==> config.mk <==
export PLATFORM = sky130hd
export DESIGN_NAME = router_fifo
export DESIGN_NICKNAME = d
export VERILOG_FILES = /design/src/rtl/router_pkg.sv /design/src/rtl/router_fifo.sv
export SDC_FILE = /design/constraint.sdc
export NUM_CORES = 1
export LEC_CHECK = 0
export CORE_MARGIN = 1.5
export CORE_UTILIZATION = 60
export CTS_BUF_LIST = sky130_fd_sc_hd__clkbuf_16
export DETAILED_ROUTE_END_ITERATION = 6
export PLACE_DENSITY = 0.78
export RECOVER_POWER = 25
export SYNTH_ARGS = -nofsm -noshare
export SYNTH_HDL_FRONTEND = slang
export SYNTH_SLANG_ARGS = --single-unit
==> constraint.sdc <==
create_clock -name clock -period 5.3 [get_ports clock]
set_input_delay 1.325 -clock clock [delete_from_list [all_inputs] [get_ports clock]]
set_output_delay 1.325 -clock clock [all_outputs]
set_load 0.01 [all_outputs]
==> src/rtl/router_pkg.sv <==
// Shared constants for the router FIFO: geometry, header marker position
// and the packet-length field inside a header byte.
package router_pkg;
  localparam int FIFO_DEPTH = 16;
  localparam int FIFO_WIDTH = 9;
  localparam int HDR_BIT    = 8;
  localparam int LEN_MSB    = 7;
  localparam int LEN_LSB    = 2;
  localparam int PTR_W      = 5;
  localparam int CNT_W      = 7;
endpackage

==> src/rtl/router_fifo.sv <==
// Router output FIFO: stores bytes tagged with a header marker and tracks the
// remaining byte count of the packet being read so the output idles at 00.
module router_fifo
  import router_pkg::*;
#(
  parameter int DEPTH = FIFO_DEPTH,
  parameter int WIDTH = FIFO_WIDTH
) (
  input  logic       clock,
  input  logic       resetn,
  input  logic       soft_reset,
  input  logic       write_enb,
  input  logic       read_enb,
  input  logic       lfd_state,
  input  logic [7:0] data_in,
  output logic       full,
  output logic       empty,
  output logic [7:0] data_out
);

  localparam int AW = $clog2(DEPTH);

  logic [WIDTH-1:0] mem [DEPTH];
  logic [AW:0]      wr_ptr;
  logic [AW:0]      rd_ptr;
  logic [CNT_W-1:0] pkt_cnt;
  logic             lfd_d;
  logic             wr_en;
  logic             rd_en;
  logic [WIDTH-1:0] rd_entry;

  assign full     = (wr_ptr[AW-1:0] == rd_ptr[AW-1:0]) && (wr_ptr[AW] != rd_ptr[AW]);
  assign empty    = (wr_ptr == rd_ptr);
  assign wr_en    = write_enb && !full && !soft_reset;
  assign rd_en    = read_enb && !empty;
  assign rd_entry = mem[rd_ptr[AW-1:0]];

  // Storage is deliberately left out of reset; cleared pointers hide it.
  always_ff @(posedge clock) begin
    if (wr_en) mem[wr_ptr[AW-1:0]] <= WIDTH'({lfd_d, data_in});
  end

  always_ff @(posedge clock or negedge resetn) begin
    if (!resetn) begin
      wr_ptr   <= '0;
      rd_ptr   <= '0;
      pkt_cnt  <= '0;
      lfd_d    <= 1'b0;
      data_out <= 8'h00;
    end else if (soft_reset) begin
      wr_ptr   <= '0;
      rd_ptr   <= '0;
      pkt_cnt  <= '0;
      lfd_d    <= 1'b0;
      data_out <= 8'h00;
    end else begin
      lfd_d <= lfd_state;
      if (wr_en) wr_ptr <= wr_ptr + (AW+1)'(1);
      if (rd_en) begin
        rd_ptr   <= rd_ptr + (AW+1)'(1);
        data_out <= rd_entry[7:0];
        // Header length counts payload bytes; +1 covers the trailing parity byte.
        if (rd_entry[HDR_BIT])
          pkt_cnt <= CNT_W'(rd_entry[LEN_MSB:LEN_LSB]) + CNT_W'(1);
        else if (pkt_cnt != '0)
          pkt_cnt <= pkt_cnt - CNT_W'(1);
      end else if (pkt_cnt == '0) begin
        data_out <= 8'h00;
      end
    end
  end

endmodule

Word-level counts from Yosys, hierarchy flattened
Memory sizes are Yosys's and may differ from the RTL's.
Index checks and enable logic that the tools add are counted.
- input port bits: 14
- memories: 1
- output and inout bits: 10
- logic and storage cells: 41
- RAM bits: 144
- flip-flop bits (word level): 26
- mux-type cells: 14
- eq/ne operators: 3
- add/sub/neg operators: 4
- reductions and logical operators: 14
- memory list (memory ; words ; width ; rd ports ; clocked after memory_dff ; write ports ; line ; text):
    mem ; 16 ; 9 ; 1 ; 0 ; 1 ; router_fifo.sv:23 ; logic [WIDTH-1:0] mem [DEPTH];
- operator list (kind ; count):
    $mux 7 ; 4
    $mux 8 ; 3
    $mux 5 ; 4
    $add 5x1->5 const B ; 2
    $add 6x1->7 const B ; 1
    $logic_not 7->1 ; 1
    $reduce_bool 7->1 ; 1
    $sub 7x1->7 const B ; 1
    $reduce_bool 3->1 ; 2
    $eq 5x5->1 ; 1
    $eq 4x4->1 ; 1
    $logic_and 1x1->1 ; 4
    $reduce_bool 2->1 ; 2
    $logic_not 1->1 ; 3
    $mux 1 ; 3
    $reduce_and 2->1 ; 1
    $ne 1x1->1 ; 1

Depth between registers and ports, before layout
- depth after elaboration: 7
- mapped depth: 11
- depth with buffers taken out: 8

Least setup slack after synthesis
OpenSTA, ideal clock, no wires.
- path kind: reg2reg
- start: register rd_ptr[0]
- end: memory mem[0][0] in the netlist's numbering, enable pin
- buffers on the path: 5
- setup slack: 2485 ps
- cell stages (with the launch flop): 11
- period minus slack after synthesis: 2815 ps
- data required time: 4913 ps
- setup time: 387 ps
- arrival: 2428 ps
- cell sequence: dfrtp_1 -> buf_6 -> buf_12 -> buf_12 -> buf_8 -> xnor2_1 -> and4_1 -> and2_1 -> nand2b_1 -> clkbuf_1 -> nor3_1
- cells in the longest elaborated chain, start to end: 7
- RTL lines (what ; line ; text):
    start: declaration ; router_fifo.sv:25 ; logic [AW:0] rd_ptr;
    start signal: assignment ; router_fifo.sv:60 ; rd_ptr <= rd_ptr + (AW+1)'(1);
    $eq 4x4->1 ; router_fifo.sv:32 ; assign full = (wr_ptr[AW-1:0] == rd_ptr[AW-1:0]) && (wr_ptr[AW] != rd_ptr[AW]);
    $logic_and 1x1->1 ; router_fifo.sv:32 ;
    net full ; router_fifo.sv:16 ; output logic full,
    $logic_not 1->1 ; router_fifo.sv:34 ; assign wr_en = write_enb && !full && !soft_reset;
    $logic_and 1x1->1 (2 in series) ; router_fifo.sv:34 ;
    $mux 1 ; router_fifo.sv:40 ; if (wr_en) mem[wr_ptr[AW-1:0]] <= WIDTH'({lfd_d, data_in});
    $mux 1 (not written as such) ; router_fifo.sv:40 ;
    end: declaration ; router_fifo.sv:23 ;
The timed path passes the listed nets, and every way through them passes these cells.

Worst setup path in the final report
- start: register rd_ptr[3]
- end: output port full
- cells in the longest elaborated chain, start to end: 2
- RTL lines (what ; line):
    $eq 4x4->1 ; router_fifo.sv:32
    $logic_and 1x1->1 ; router_fifo.sv:32
    end: declaration ; router_fifo.sv:16
No other way between the ends.

==> impl_results.md <==
- Status: finished clean
- Core ar.: 11600 um2
- ANT nets after route: 0
- Starting Density: between 60% and 70%
- Tmin final: 3830 ps
- CTS buffer count: 17
- Ant diodes: 0
- EDFF count, synth: 144
- Clock buffer depth: 2
- Critical Setup Path Class: reg -> out
- Antenna violations before repair: 0
- # clock sinks: between 150 and 200
- Final wirelength: 14400 um
- Placement Cell Area: 7590 um2
- Worst Hold Class: reg -> reg
- Leakage: approximately 2.7 nW
- # port buffers: 23
- Worst vdd ir: 0.289 mV
- Post-CTS Setup Repair Bufs: 0
- Cts repair resizes: 0
- Flops & latches, synth: 170
- Hold Buf Count CTS: 0
- Max Cap Viol: 0
- Layout Nets: 465
- Post-synth top area cell: edfxtp_1
- FFs w/ async S/R, synth: 15.3%
- Most common cell after layout, fill and taps aside: edfxtp_1
- GP Congestion: 0.815
- Final hold violation count: 0
- DIE HEIGHT: 113 um
- Fin crit share: 72.2%
- Pwr per Cell Area: 394 nW/um2
- Die width: 113 um
- Most frequent cells in the layout: edfxtp_1 (144), nor2_1 (28), mux4_2 (25), nand2_1 (25), dfrtp_1 (25)
- Worst EP arrival: 2500 ps
- RSZ-0062 raised after global routing: false
- CP required: 3970 ps
- IO Count: 24
- Rel. slew slack: ~4.3%
- Yosys top cell area share: 59.7%
- Endpoints failing setup: 0
- Hold depth: 2
- Initial DRT Pass Iterations: 5
- DR WL met2: roughly 7200 um
- H-tree levels: 4
- DIE AREA: 12700 um2
- Worst-Margin Slew: 1440 ps
- WL met3: approximately 850 um
- Crit path max fanout: 14
- Reg2reg path depth: 6
- Clk_skew: 10.0 ps
- Vias: 3850
- CTS root buf: clkbuf_16
- First-pass GRT wire length: roughly 23000 um
- CTS clk-pin slew, worst paths: around 60 ps
- Setup crit end kind: output port
- Area growth syn-to-layout: 11.6%
- Clock latency on the worst-skew pair: 430 ps
- Post-route setup TNS: 0 ps
- WL per Instance: 24.2 um
- Ys Warns: 0
- Top sig layer: met4
- Final Non-Filler Cells: 596
- Syn nets: 433
- # rows: 39
- Post-synth top flop: edfxtp_1
- Cell area after synthesis: about 7200 um2
- Top cells by area, synth: edfxtp_1 (60%), dfrtp_1 (9.0%), mux4_2 (7.8%)
- Dpl cells: 567
- Initial DRC count: 450
- TritonCTS clock tree: done
- Layout cells sized above 1: 15.9%
- Detail Placement HPWL: roughly 9200 um
- Critical path startpoint category: flip-flop
- Vias in the first global route: between 3000 and 4000
- Post-synthesis cell type count: 49
- Mapped Cells: about 410
- Pin count of the biggest net entering global routing: 40
- Fmax: 0.261 GHz
- Hold slack: 531 ps
- Design area: 8090 um2
- DRC: 0
- Syn Area/Cell: 17.6 um2
- M1 WL: around 6200 um
- GR Util All Layers: approximately a quarter
- Vias per cell: roughly 6.5
- Total grt overflow: 0
- Slew Limit Fails: 0
- Sequential area share after synthesis: about 69%
area by class of cell:
type | count | area [um2]
fillers | 736 | 3530
flip-flops and latches | 170 | 4980
inverters | 7 | 26.3
repair buffers | 36 | 320
well taps | 143 | 179
clock buffers | 17 | 425
clock inverters | 12 | 78.8
multi-input cells | 211 | 2080
state kept, by name (all words and copies together), names as in the netlist:
register,count
data_out,8
lfd_d,1
mem,144
pkt_cnt,7
rd_ptr,5
wr_ptr,5
where the power goes:
part           internal [mW]  switching (mW)
registers               1.49          0.0447
clock network          0.589           0.494
logic                  0.257           0.315
layer usage:
layer,vias up,global-route usage [%]
li1,1688,-
met1,1976,36.4
met2,166,39.6
met3,20,5.46
met4,0,7.67
met5,-,0
stage by stage:
stage                     power, mW  worst slack [ps]  util [%]
after CTS                      3.20              1410      69.7
after detailed placement       2.13              1790      65.4
after floorplan                2.00              2480         -
after global placement         2.11              1860      65.4
after global routing           3.31              1290      69.6
final                          3.18              1470      69.6
Yosys cell counts, drive strengths merged, types with 3 or more instances:
master,instances
o22ai,3
o21ai,6
dfrtp,26
edfxtp,144
mux4,41
a31oi,4
a21oi,13
nor2,28
nand3,10
buf,16
inv,7
a22oi,4
xnor2,9
nand4,5
nor3,9
ha,8
mux2i,4
clkbuf,7
nor2b,4
nand2,26
a221oi,3
nand2b,4
xor2,8
logic make-up after synthesis:
kind of cell / Yosys count / share of synthesized area [%]
flops: 170 / 68.7
mux: 47 / 14.4
fa+ha+maj: 8 / 1.38
xor+xnor: 17 / 2.06
simple gates: 98 / 6.60
compound gates: 41 / 4.25
buf+inv: 30 / 2.61
worst max-delay path, cell delays in order, from the launching register on:
cell	delay (ps)
dfrtp_1	930
xnor2_1	210
and4_1	250
and2_1	140
clkdlybuf4s50_1	540
path summary, 6_finish.rpt:
path                                         startpoint                 endpoint  slack, ps
min in group asynchronous                        resetn    wr_ptr[4]$_DFFE_PN0P_       1760
worst max register to register    rd_ptr[0]$_DFFE_PN0P_   pkt_cnt[1]$_DFFE_PN0P_       1940
worst max-delay path              rd_ptr[3]$_DFFE_PN0P_                     full       1470
worst min-delay path            data_out[6]$_DFFE_PN0P_  data_out[6]$_DFFE_PN0P_        530
worst min register to register  data_out[6]$_DFFE_PN0P_  data_out[6]$_DFFE_PN0P_        530
max in group asynchronous                        resetn    rd_ptr[0]$_DFFE_PN0P_       2590
Power figures use the tool's default switching activity.
